$ cat config.mk
export PLATFORM = sky130hd
export DESIGN_NAME = demux1x64_seq
export DESIGN_NICKNAME = d
export VERILOG_FILES = /design/src/rtl/demux1x64_seq.sv
export SDC_FILE = /design/constraint.sdc
export NUM_CORES = 1
export LEC_CHECK = 0
export CORE_UTILIZATION = 68
export CTS_CLUSTER_DIAMETER = 100
export DETAILED_ROUTE_END_ITERATION = 8
export DONT_BUFFER_PORTS = 1
export PLACE_DENSITY = 0.91
export SLEW_MARGIN = 20
export SYNTH_ARGS = -nofsm -noshare
export SYNTH_HDL_FRONTEND = slang
export SYNTH_SLANG_ARGS = --single-unit
$ cat constraint.sdc
create_clock -name clk -period 7.1 [get_ports clk]
set_input_delay 0.71 -clock clk [delete_from_list [all_inputs] [get_ports clk]]
set_output_delay 0.71 -clock clk [all_outputs]
set_load 0.02 [all_outputs]
$ cat src/rtl/demux1x64_seq.sv
// demux1x64_seq: registered 1-to-N demultiplexer with direct select or auto-counting lanes.
// In auto mode a full wrap of the counter holds the frame until frame_ack.
module demux1x64_seq #(
    parameter int N_CH  = 64,
    parameter int SEL_W = 6
) (
    input  logic             clk,
    input  logic             rst,
    input  logic             clear,
    input  logic             in_data,
    input  logic             in_valid,
    output logic             in_ready,
    input  logic [SEL_W-1:0] sel,
    input  logic             auto_mode,
    output logic [N_CH-1:0]  out,
    output logic [N_CH-1:0]  out_strobe,
    output logic [SEL_W-1:0] cur_ch,
    output logic             frame_valid,
    input  logic             frame_ack
);
    typedef enum logic {FILL, FULL} state_t;
    state_t state;
    logic accept;
    logic [SEL_W-1:0] target;
    assign in_ready = (state == FILL) & ~clear;
    assign accept   = in_valid & in_ready;
    assign target   = auto_mode ? cur_ch : sel;
    always_ff @(posedge clk or posedge rst) begin
        if (rst) begin
            state       <= FILL;
            out         <= '0;
            out_strobe  <= '0;
            cur_ch      <= '0;
            frame_valid <= 1'b0;
        end else if (clear) begin
            state       <= FILL;
            out         <= '0;
            out_strobe  <= '0;
            cur_ch      <= '0;
            frame_valid <= 1'b0;
        end else begin
            out_strobe <= '0;
            if (accept) begin
                out[target] <= in_data;
                out_strobe  <= {{(N_CH-1){1'b0}}, 1'b1} << target;
                if (auto_mode) begin
                    cur_ch <= cur_ch + 1'b1;
                    // last lane of the frame: counter wraps and the bank is frozen
                    if (&cur_ch) begin
                        state       <= FULL;
                        frame_valid <= 1'b1;
                    end
                end
            end else if (state == FULL && frame_ack) begin
                state       <= FILL;
                frame_valid <= 1'b0;
            end
        end
    end
endmodule

Yosys cells after proc, flatten, opt, wreduce, memory -nomap -nowiden
Cells that the tools add are included.
{"block": "word_totals", "regBits": 135, "out_inout_bits": 136}
{"block": "classes", "n_addsub": 1, "n_lt_le_gt_ge": 2, "eq_ne": 2, "shift": 1, "n_mux": 16, "n_bitwise": 4, "reduce_logical": 8}
{"operator": "two-way mux 64 bit", "count": 4}
{"operator": "bitwise mux 64 bit", "count": 1}
{"operator": "<< shifter 1 x 6 -> 64 bit (first input constant)", "count": 1}
{"operator": "two-way mux 6 bit", "count": 4}
{"operator": "less-than comparator 6 x 7 -> 1 bit (second input constant)", "count": 1}
{"operator": "adder 6 x 1 -> 6 bit (second input constant)", "count": 1}
{"operator": "demux 1 bit (select 6 bit)", "count": 1}
{"operator": "greater-or-equal comparator 6 x 1 -> 1 bit (second input constant)", "count": 1}
{"operator": "two-way mux 1 bit", "count": 6}
{"operator": "AND reduction 6 bit", "count": 1}
{"operator": "nonzero test 2 bit", "count": 2}
{"operator": "inequality test 3 x 2 -> 1 bit (second input constant)", "count": 1}
{"operator": "inequality test 3 bit (second input constant)", "count": 1}
{"operator": "AND reduction 3 bit", "count": 1}
{"operator": "nonzero test 3 bit", "count": 1}
{"operator": "bitwise AND 1 bit", "count": 2}
{"operator": "logical AND 1 bit", "count": 2}
{"operator": "inverter 1 bit", "count": 2}
{"operator": "AND reduction 2 bit", "count": 1}

Logic depth before layout (Yosys ltp)
Gate-level depths: netlist (run 1).
{"block": "logic_depth", "depth_word": 8, "depth_mapped": 7, "mapped_depth_nobuf": 5}

Worst setup path after synthesis (run 1)
No wires, ideal clock.
{"block": "synth_path", "kind": "input to register", "startpoint": "input port sel[4]", "endpoint": "register out[27]", "setup_time_ns": 0.125, "arrival_ns": 2.136, "t_required_ns": 6.975, "path_slack_ns": 4.839, "cell_stages": 6, "path_buffers": 2, "cell_sequence": "clkbuf_1 nand2_1 mux2_4 buf_4 nor3_1 mux2_2"}
{"block": "synth_via", "elab_chain_len": 8, "elab_cells_between_ends": 9}
{"item": "start: declaration", "line_no": "13", "text": "input logic [SEL_W-1:0] sel,"}
{"item": "two-way mux 6 bit *", "line_no": "27", "text": "assign target = auto_mode ? cur_ch : sel;"}
{"item": "less-than comparator 6 x 7 -> 1 bit (not written as such) or greater-or-equal comparator 6 x 1 -> 1 bit (tied branches)", "line_no": "44", "text": "out[target] <= in_data;"}
{"item": "logical AND 1 bit (not written as such)", "line_no": "44"}
{"item": "two-way mux 1 bit (not written as such)", "line_no": "44"}
{"item": "demux 1 bit (select 6 bit) *", "line_no": "44"}
{"item": "bitwise mux 64 bit *", "line_no": "44"}
{"item": "two-way mux 64 bit *", "line_no": "43", "text": "if (accept) begin"}
{"item": "two-way mux 64 bit *", "line_no": "35", "text": "end else if (clear) begin"}
{"item": "end signal: indexed assignment", "line_no": "44"}
{"item": "end: declaration", "line_no": "15", "text": "output logic [N_CH-1:0] out,"}
Every way passes the cells marked *; elsewhere a longest branch is shown, timed or not. The select of a mux whose other input is x is not followed.
A chain may end at the register's enable or synchronous reset.

Final worst setup path (run 1)
{"block": "layout_path", "startpoint": "register cur_ch[3]", "endpoint": "register out[20]"}
{"block": "layout_via", "elab_chain_len": 8, "elab_cells_between_ends": 9}
{"item": "start: declaration", "line_no": "17", "text": "output logic [SEL_W-1:0] cur_ch,"}
{"item": "start signal: assignment", "line_no": "47", "text": "cur_ch <= cur_ch + 1'b1;"}
{"item": "two-way mux 6 bit *", "line_no": "27"}
{"item": "less-than comparator 6 x 7 -> 1 bit (not written as such) or greater-or-equal comparator 6 x 1 -> 1 bit (tied branches)", "line_no": "44"}
{"item": "logical AND 1 bit (not written as such)", "line_no": "44"}
{"item": "two-way mux 1 bit (not written as such)", "line_no": "44"}
{"item": "demux 1 bit (select 6 bit) *", "line_no": "44"}
{"item": "bitwise mux 64 bit *", "line_no": "44"}
{"item": "two-way mux 64 bit *", "line_no": "43"}
{"item": "two-way mux 64 bit *", "line_no": "35"}
Marked as above.

==> impl_metrics.csv, run 1 <==
group,metric,value,unit
outcome,status,"finished clean",
clocking,cts-root-buf,"clkbuf_8",
place,dpl.hpwl,7710,um
sta,tns,0,ns
power,p_leak,3.03,nW
floorplan,start_util,69.9,%
clocking,clockBufferDepth,2,
synth,async_flop_share,100,%
global_routing,grt.met3_usage,8.45,%
floorplan,dieHeight,96.7,um
global_routing,first_global_vias,3529,
sta,rsz0062_at_grt,"no",
setup_path,critical_path.slowest_cell,"a32oi_4",
drt,wirelength,12700,um
sta,slew_violations,0,
drt,drtAntennaViolNets,0,
clocking,clkTransAtPathRegs,0.06,ns
setup_path,start_kind,"flip-flop",
setup_path,cp_max_fo,17,
job,drv_cap,0,
sta,tightest_slew,1.09,ns
global_routing,busiest_layer,"met2",
clocking,postCtsSetupRepairBufs,0,
synth,ys_types,48,
drt,viasPerCell,6.35,
synth,synth_warnings,0,
global_routing,use_met1,38.2,%
global_routing,antenna_found_initial,0,
clocking,h-tree-depth,4,
sta,period_minus_slack,2.38,ns
synth,syn_inst,439,
hold_path,hp-class,"input pin to asynchronous set/reset pin",
place,post_dp_cell_area,0.00601,mm2
finish,areaGrowthSynthToFinish,8.70,%
sta,skew,0.00923,ns
setup_path,end_kind,"flip-flop",
synth,synthFlopType,"dfrtp_1",
synth,ys_top_cells_by_area,"dfrtp_1, mux2_2, nor2b_1",
drt,drc,0,
sta,final-hold-violation-count,0,
global_routing,grt_pass1_wl,20600,um
power,ir_drop,0.000146,V
setup_path,path_class,"flip-flop to flip-flop",
floorplan,coreArea,0.00872,mm2
finish,drive_above_1_share,34.5,%
setup_path,slowest_delay,0.95,ns
clocking,worstSkewPairLatency,0.52,ns
synth,synth_seq_area_share,55.4,%
floorplan,row_count,34,
floorplan,io_pins,149,
floorplan,die_w,96.7,um
drt,wl_per_cell,23.3,um
global_routing,grt_start_max_net_pins,84,
setup_path,required,7.49,ns
synth,syn_nets,453,
clocking,clkSinkCount,135,
synth,synth_edf_count,0,
synth,synth_top_cell_area_share,55.4,%
setup_path,worstPathCellList,"inv_1, a32oi_4, nor4_4, mux2_1",
finish,postLayoutCellArea,0.00663,mm2
global_routing,grt_use_met2,45.4,%
power,powerDensity,263,mW/mm2
sta,max_freq,419,MHz
clocking,numCtsBuffers,17,
synth,ys_seq_elements,135,
sta,slew_headroom,27.5,%
synth,syn-cell-area,0.00610,mm2
place,port_buffers,0,
place,place_congestion,0.808,
floorplan,dieArea,0.00935,mm2
drt,vias,3467,
setup_path,worstPathArrival,2.78,ns
synth,yosysMostFrequentCell,"dfrtp_1",
sta,setup_violations,0,
clocking,cts_hold_buf,0,
synth,synth_common_cells,"dfrtp_1, nor2b_1, mux2_2, nor2_1, clkbuf_1",
finish,diodes,0,
clocking,cts_resized,0,
finish,nets,439,
sta,fin_crit_sh,33.6,%
drt,drtIter0Drc,198,
global_routing,grt.total_usage,28.9,%
synth,yosys.area.top_type,"dfrtp_1",
clocking,cts_tree,"built",
power,power.total,1.74,mW
global_routing,gr-total-overflow,0,
drt,firstDrtPassIters,5,
synth,syn_area_per_cell,13.9,um2
==> worst paths after layout <==
check	slack, ns	start	end	depth (start not counted)
setup / recovery	4.72	cur_ch[3]$_DFFE_PP0P_	out[20]$_DFFE_PP0P_	4
min in group clk	0.25	clear	state$_DFFE_PP0P_	1
max in group asynchronous	5.98	rst	out_strobe[6]$_DFF_PP0_	2
setup reg to reg	4.72	cur_ch[3]$_DFFE_PP0P_	out[20]$_DFFE_PP0P_	4
hold / removal	0.07	rst	out[9]$_DFFE_PP0P_	1
hold reg to reg	0.76	out[42]$_DFFE_PP0P_	out[42]$_DFFE_PP0P_	2
==> critical path, delay by kind of cell, from the launching register on <==
family	cells	cell delay, ns
flip-flops	1	0.65
multiplexers	1	0.37
AO/OA/AOI/OAI	1	0.95
AND/OR/NAND/NOR	1	0.09
buffers and inverters	1	0.19
==> area by class of cell <==
| class | instances | area, um2 |
|---|---|---|
| repair buffers | 2 | 18.8 |
| inverters | 5 | 23.8 |
| clock inverters | 13 | 168 |
| clock buffers | 19 | 442 |
| multi-input cells | 264 | 2460 |
| well taps | 108 | 135 |
| flip-flops and latches | 135 | 3380 |
| fillers | 522 | 2090 |
==> through the flow <==
step | worst slack, ns | cells | hold slack (ns) | utilization (%)
finish | 4.72 | 546 | 0.0688 | 76.0
global route | 4.60 | 546 | 0.105 | 76.0
CTS | 4.74 | 546 | 0.0878 | 76.0
detailed placement | 4.63 | 514 | 0.639 | 69.0
global placement | 4.70 | 514 | 0.627 | 69.0
floorplan | 2.78 | 439 | 0.664 | -
==> power by group <==
group | total [mW] | internal [mW] | switching [mW]
registers | 0.780 | 0.773 | 0.00764
logic | 0.0686 | 0.0146 | 0.0540
clock network | 0.896 | 0.557 | 0.339
total | 1.74 | 1.34 | 0.401
==> layer usage <==
| layer | wire, um | part of all wire [%] |
|---|---|---|
| met1 | 5020 | 40 |
| met4 | 181 | 1.4 |
| met3 | 1100 | 8.6 |
| met2 | 6400 | 50 |
| met5 | 0 | 0 |
==> registers in the layout (all words and copies together) (netlist names) <==
| register | flops |
|---|---|
| out | 64 |
| out_strobe | 64 |
| cur_ch | 6 |
| state | 1 |
==> cells by family after synthesis <==
kind of cell	Yosys count	synth area share [%]
DFF	135	55.4
AOI/OAI and AO/OA	16	2.63
and+or+nand+nor	174	23.4
xor gates and xnor gates	4	0.575
muxes	69	13.4
adders and majority gates	1	0.205
buffers and inverters	40	4.31
==> cell usage in the layout (no fill, tap or decap), types with 3 or more instances in the layout <==
master / synthesis / routed
nor4_4: 9 / 9
nand2_1: 6 / 6
nor4bb_1: 4 / 4
nor3_2: 13 / 13
mux2_1: 8 / 8
dfrtp_1: 135 / 135
inv_6: 0 / 4
nor4_1: 3 / 3
mux2_2: 48 / 48
nor4b_1: 4 / 4
clkbuf_8: 0 / 3
o211ai_1: 6 / 6
clkinvlp_4: 0 / 5
bufinv_16: 0 / 3
mux2_4: 11 / 11
nor3_4: 11 / 11
nor3_1: 7 / 7
nor2b_1: 65 / 65
clkbuf_16: 0 / 16
inv_1: 5 / 4
nor4_2: 9 / 9
nor2_1: 29 / 29
(Power assumes the default switching activity.)
==> run 2, diff against run 1 <==
- ABC_AREA: not set -> 1
- CORE_UTILIZATION: 68 -> 57
- PLACE_DENSITY: 0.91 -> 0.82
- clock period: 7.1 -> 2 ns (I/O delays scaled with it)
==> run 2 against run 1 <==
  * Sequential power rose to 3.5 times the previous value
  * Routed wire length up 15%
  * Clock power rose to 3.2 times the previous value
  * First-iteration DRC count up 91%
  * Core utilization down 10 points
  * Non-clock buffer count up 8
  * Power rose to 3.4 times the previous value
  * Via count up 32%
  * Cell area up 3.5%
  * Register-to-register slack worse by 4.5 ns
  * Critical path type unchanged
  * Highest routed layer unchanged
==> impl_metrics.csv, run 2 <==
group,metric,value,unit
drt,wirelength,14600,um
clocking,numCtsBuffers,17,
setup_path,start_kind,"flip-flop",
global_routing,gr-total-overflow,0,
global_routing,grt_pass1_wl,23000,um
setup_path,path_class,"flip-flop to flip-flop",
sta,setup_violations,0,
drt,wl_per_cell,16.3,um
setup_path,r2r_cells,8,
job,drv_cap,0,
synth,ys_top_cells_by_area,"dfrtp_1, nand2_1, inv_1",
sta,period_minus_slack,1.80,ns
synth,syn_inst,746,
finish,reg_top3,"out (64), out_strobe (64), cur_ch (6)",
drt,vias,4566,
synth,synth_common_cells,"nand2_1, inv_1, dfrtp_1, nand3_1, nor2_1",
drt,firstDrtPassIters,5,
synth,async_flop_share,100,%
floorplan,io_pins,149,
floorplan,coreArea,0.0104,mm2
power,power.total,5.99,mW
setup_path,worstPathCellList,"inv_1, nand2_1, nand2_1, nand2_2, nor2_4, nand2_1, nand2_1, nand2_1",
synth,ys_types,26,
synth,synthFlopType,"dfrtp_1",
power,p_leak,3.93,nW
global_routing,grt_use_met2,43.1,%
clocking,cts-root-buf,"clkbuf_8",
place,dpl.hpwl,9600,um
setup_path,critical_path.slowest_cell,"dfrtp_1",
sta,skew,0.0133,ns
sta,fin_crit_sh,90.2,%
synth,ys_seq_elements,135,
setup_path,worstPathArrival,2.21,ns
finish,drive_above_1_share,11.1,%
setup_path,cp_max_fo,17,
global_routing,grt_start_max_net_pins,136,
sta,tns,0,ns
sta,tightest_slew,0.714,ns
finish,nets,761,
synth,synth_warnings,0,
clocking,postCtsSetupRepairBufs,0,
place,port_buffers,0,
floorplan,die_w,106,um
global_routing,antenna_found_initial,0,
drt,drc,0,
synth,syn_nets,760,
synth,synth_top_cell_area_share,54.6,%
finish,areaGrowthSynthToFinish,10.8,%
sta,rsz0062_at_grt,"no",
clocking,h-tree-depth,4,
floorplan,dieHeight,106,um
global_routing,busiest_layer,"met2",
global_routing,grt.met3_usage,7.73,%
power,ir_drop,0.000511,V
power,powerDensity,874,mW/mm2
hold_path,hp-start,"auto_mode",
finish,fill_cells,840,
synth,yosys.area.top_type,"dfrtp_1",
global_routing,use_met1,33.9,%
drt,drtIter0Drc,378,
synth,synth_edf_count,0,
hold_path,worstHoldPathCells,3,
clocking,clockBufferDepth,2,
synth,synth_seq_area_share,54.6,%
clocking,clkSinkCount,135,
power,p_int,4.60,mW
finish,mostFrequentLayoutCells,"nand2_1, inv_1, dfrtp_1",
setup_path,crit_family,"simple AND/OR/NAND/NOR gates",
synth,syn-cell-area,0.00619,mm2
synth,yosysMostFrequentCell,"nand2_1",
clocking,clkTransAtPathRegs,0.06,ns
setup_path,critPathBufInv,1,
drt,viasPerCell,5.10,
drt,drtAntennaViolNets,0,
power,power_frac_comb,5.6,%
finish,final_common_cell,"nand2_1",
sta,final-hold-violation-count,0,
finish,diodes,0,
hold_path,hold_end,"cur_ch[5]$_DFFE_PP0P_",
synth,syn_area_per_cell,8.29,um2
setup_path,worstReg2RegEnd,"out[20]$_DFFE_PP0P_",
clocking,worstSkewPairLatency,0.52,ns
place,place_congestion,0.842,
power,seqPwrFrac,46.1,%
sta,slew_violations,0,
hold_path,hp-class,"input pin to flip-flop",
power,p_sw,1.39,mW
setup_path,r2r_start,"cur_ch[5]$_DFFE_PP0P_",
global_routing,first_global_vias,4433,
setup_path,slowest_delay,0.51,ns
sta,max_freq,554,MHz
floorplan,dieArea,0.0113,mm2
floorplan,row_count,37,
power,switching_share,23.2,%
setup_path,end_kind,"flip-flop",
outcome,status,"finished clean",
power,clock_power_share,48.3,%
floorplan,start_util,59.4,%
setup_path,crit_top_cell,"nand2_1",
clocking,cts_tree,"built",
setup_path,required,2.40,ns
setup_path,ff2ff_setup_slack,0.20,ns
global_routing,grt.total_usage,27.0,%
sta,slew_headroom,52.4,%
-- run 2: cell count changes after synthesis, sizes merged, moves of 5 or more --
cell / delta
inv: +147
mux2: -67
nand2: +227
nand3: +80
nor2: +63
nor2b: -65
nor3: -30
nor4: -21
o211ai: -6
o21ai: +5
-- run 2: how the worst max path moves through the flow --
| stage | startpoint | to | slack [ns] | cells after the start |
|---|---|---|---|---|
| after floorplan | rst | cur_ch[0]$_DFFE_PP0P_ | 0.12 | 1 |
| after global placement | cur_ch[3]$_DFFE_PP0P_ | out[39]$_DFFE_PP0P_ | 0.31 | 6 |
| after detailed placement | cur_ch[5]$_DFFE_PP0P_ | out[20]$_DFFE_PP0P_ | 0.27 | 8 |
| after CTS | cur_ch[5]$_DFFE_PP0P_ | out[20]$_DFFE_PP0P_ | 0.20 | 8 |
| after global routing | state$_DFFE_PP0P_ | out[57]$_DFFE_PP0P_ | 0.08 | 8 |
| final | cur_ch[5]$_DFFE_PP0P_ | out[20]$_DFFE_PP0P_ | 0.20 | 8 |
-- run 2: metal layers --
layer | wire length (um) | part of all wire (%)
met1 | 5810 | 40
met2 | 7120 | 49
met3 | 1290 | 8.9
met4 | 337 | 2.3
met5 | 0 | 0
-- run 2: logic make-up (layout without fill, tap and decap cells) --
group / after synthesis / after routing / synth area share (%)
simple gates: 421 / 421 / 32.0
buf+inv: 180 / 193 / 12.4
flops: 135 / 135 / 54.6
compound gates: 9 / 9 / 0.748
fa+ha+maj: 1 / 1 / 0.202
-- run 2: repair_timing --
item,4_1_cts,5_1_grt
hold buffers,5,0
gates resized for setup,0,0
hold endpoints to repair,206,0
-- run 2: worst min-delay path, delay by kind of cell --
family / cells / cell delay [ns]
and+or+nand+nor: 2 / 0.25
AOI/OAI and AO/OA: 1 / 0.07
-- run 2: stage by stage --
| step | hold slack (ns) | cells | utilization [%] | area [um2] | setup slack [ns] |
|---|---|---|---|---|---|
| floorplan | 0.380 | 746 | - | 6190 | 0.121 |
| global placement | 0.337 | 859 | 59.8 | 6230 | 0.314 |
| detailed placement | 0.347 | 859 | 59.8 | 6230 | 0.268 |
| CTS | 0.0451 | 895 | 65.8 | 6860 | 0.203 |
| global route | 0.0789 | 895 | 65.8 | 6860 | 0.0789 |
| finish | 0.0463 | 895 | 65.8 | 6860 | 0.196 |
-- run 2: area by class of cell --
class	count	area (um2)	area share (%)
sequential	135	3380	49.3
multi-input combinational	431	2040	29.7
inverter	152	577	8.41
clock buffer	21	439	6.41
tap	136	170	2.48
timing repair buffer	10	148	2.15
clock inverter	10	105	1.53
-- run 2: power by group through the flow --
stage	Sequential, mW	Combinational (mW)	Clock (mW)
CTS	2.76	0.338	2.91
detailed placement	2.81	0.275	0
floorplan	2.81	0.257	0
global placement	2.81	0.267	0
global route	2.76	0.368	3.04
finish	2.76	0.335	2.89
==> run 3, diff against run 2 <==
- ABC_AREA: 1 -> not set
==> run 3 against run 2 <==
  * First-iteration DRC count down 5.0%
  * Largest power group unchanged
  * Hold slack lost 0.046 ns
  * Critical path depth shrank 3
  * Clock-buffer cell count unchanged
  * Critical endpoint is now out[12]$_DFFE_PP0P_
  * Sequential power hardly changed
  * The run now ends with hold timing left
  * Global-route usage is 2.1 points lower
  * Register-to-register slack got worse by 0.09 ns
  * Core utilization rose by 1.8 points
==> impl_metrics.csv, run 3 (synthesis results as in run 1) <==
group,metric,value,unit
floorplan,coreArea,0.0104,mm2
finish,fill_cells,724,
floorplan,row_count,37,
hold_path,hp-class,"input pin to flip-flop",
finish,final_common_cell,"dfrtp_1",
outcome,failed_checks,"hold timing",
setup_path,critical_path.slowest_cell,"dfrtp_1",
global_routing,antenna_found_initial,0,
global_routing,grt_pass1_wl,20700,um
sta,rsz0062_at_grt,"no",
sta,tns,0,ns
place,port_buffers,0,
drt,wl_per_cell,21.7,um
floorplan,io_pins,149,
place,place_congestion,0.852,
drt,viasPerCell,5.83,
clocking,cts_tree,"built",
sta,final-hold-violation-count,1,
setup_path,slowest_delay,0.48,ns
setup_path,worstPathCellList,"buf_4, o32a_1, buf_12, nor4_2, mux2_2",
clocking,clockBufferDepth,2,
clocking,h-tree-depth,4,
drt,firstDrtPassIters,6,
floorplan,dieArea,0.0111,mm2
floorplan,dieHeight,105,um
finish,reg_top3,"out (64), out_strobe (64), cur_ch (6)",
power,p_leak,3.21,nW
sta,setup_violations,0,
job,drv_cap,0,
clocking,worstSkewPairLatency,0.51,ns
drt,drc,0,
global_routing,grt.total_usage,24.9,%
setup_path,end_kind,"flip-flop",
sta,slew_violations,0,
floorplan,die_w,105,um
drt,drtIter0Drc,359,
sta,max_freq,529,MHz
finish,multi_input_area,0.00250,mm2
power,powerDensity,890,mW/mm2
sta,skew,0.00726,ns
finish,seqCellArea,0.00338,mm2
sta,whs,-0.0000239,ns
setup_path,cp_max_fo,17,
sta,fin_crit_sh,94.6,%
global_routing,grt_start_max_net_pins,80,
sta,tightest_slew,0.685,ns
clocking,clkSinkCount,135,
setup_path,required,2.40,ns
finish,mostFrequentLayoutCells,"dfrtp_1, nor2b_1, mux2_2",
global_routing,first_global_vias,3615,
power,ir_drop,0.000601,V
setup_path,path_class,"flip-flop to flip-flop",
place,dpl_worst_slack,0.0139,ns
drt,drtAntennaViolNets,0,
clocking,clkTransAtPathRegs,0.06,ns
clocking,numCtsBuffers,17,
outcome,status,"finished, violations left",
setup_path,start_kind,"flip-flop",
sta,slew_headroom,54.3,%
global_routing,gr-total-overflow,0,
drt,vias,3519,
finish,areaGrowthSynthToFinish,15.0,%
place,dpl.hpwl,8280,um
sta,layout_setup_ws,0.108,ns
finish,drive_above_1_share,38.0,%
floorplan,start_util,58.8,%
drt,wirelength,13100,um
clocking,cts-root-buf,"clkbuf_8",
finish,diodes,0,
finish,nets,470,
setup_path,worstPathArrival,2.29,ns
sta,period_minus_slack,1.89,ns
[run 3: final timing paths]
check                      cells after the start  slack (ns)                        to                  start
hold reg to reg                                2        0.72     cur_ch[5]$_DFFE_PP0P_  cur_ch[5]$_DFFE_PP0P_
hold / removal                                 2    -0.00002  out_strobe[33]$_DFF_PP0_              auto_mode
max in group asynchronous                      3        1.06     cur_ch[1]$_DFFE_PP0P_                    rst
setup / recovery                               5        0.11       out[12]$_DFFE_PP0P_  cur_ch[4]$_DFFE_PP0P_
setup reg to reg                               5        0.11       out[12]$_DFFE_PP0P_  cur_ch[4]$_DFFE_PP0P_
min in group asynchronous                      3        0.31  out_strobe[53]$_DFF_PP0_                    rst
[run 3: power breakdown]
group / switching (mW) / internal (mW)
Clock: 1.08 / 2.04
Sequential: 0.0221 / 2.74
Combinational: 0.247 / 0.106
Total: 1.35 / 4.89
[run 3: what timing repair did]
| item | CTS | global route |
|---|---|---|
| gates resized for setup | 1 | 6 |
| hold buffers | 7 | 0 |
| pin swaps | 0 | 2 |
| setup endpoints to repair | 1 | 17 |
| hold endpoints to repair | 206 | 0 |
| buffers inserted | 0 | 7 |
[run 3: per-stage QoR]
| stage | hold slack (ns) | std cells | power (mW) | cell area, um2 | utilization (%) |
|---|---|---|---|---|---|
| 2_1_floorplan | 0.392 | 439 | 3.08 | 6100 | - |
| 3_3_place_gp | 0.222 | 559 | 3.08 | 6210 | 59.9 |
| 3_5_place_dp | 0.243 | 559 | 3.09 | 6210 | 59.9 |
| 4_1_cts | 0.0372 | 597 | 6.28 | 6920 | 66.7 |
| 5_1_grt | 0.0355 | 604 | 6.46 | 7010 | 67.6 |
| 6_report | -0.0000239 | 604 | 6.24 | 7010 | 67.6 |
[run 3: final cells by class]
| type | instances | area share [%] |
|---|---|---|
| clock buffer | 21 | 6.26 |
| multi-input combinational | 264 | 35.6 |
| tap | 136 | 2.43 |
| inverter | 5 | 0.321 |
| clock inverter | 10 | 2.18 |
| timing repair buffer | 33 | 5.00 |
| sequential | 135 | 48.2 |
[run 3: layer usage]
layer	vias to the layer above	share of wire [%]	GRT usage, %
met1	1799	41	31.7
met4	0	1.2	8.45
met3	16	8.6	9.40
met5	-	0	0
met2	141	49	39.1
li1	1563	-	-
[run 3: critical path: cells and delay by family (launching register included)]
kind	cells	cell delay, ns
compound gates	1	0.20
buf+inv	2	0.38
flops	1	0.48
mux	1	0.38
simple gates	1	0.32
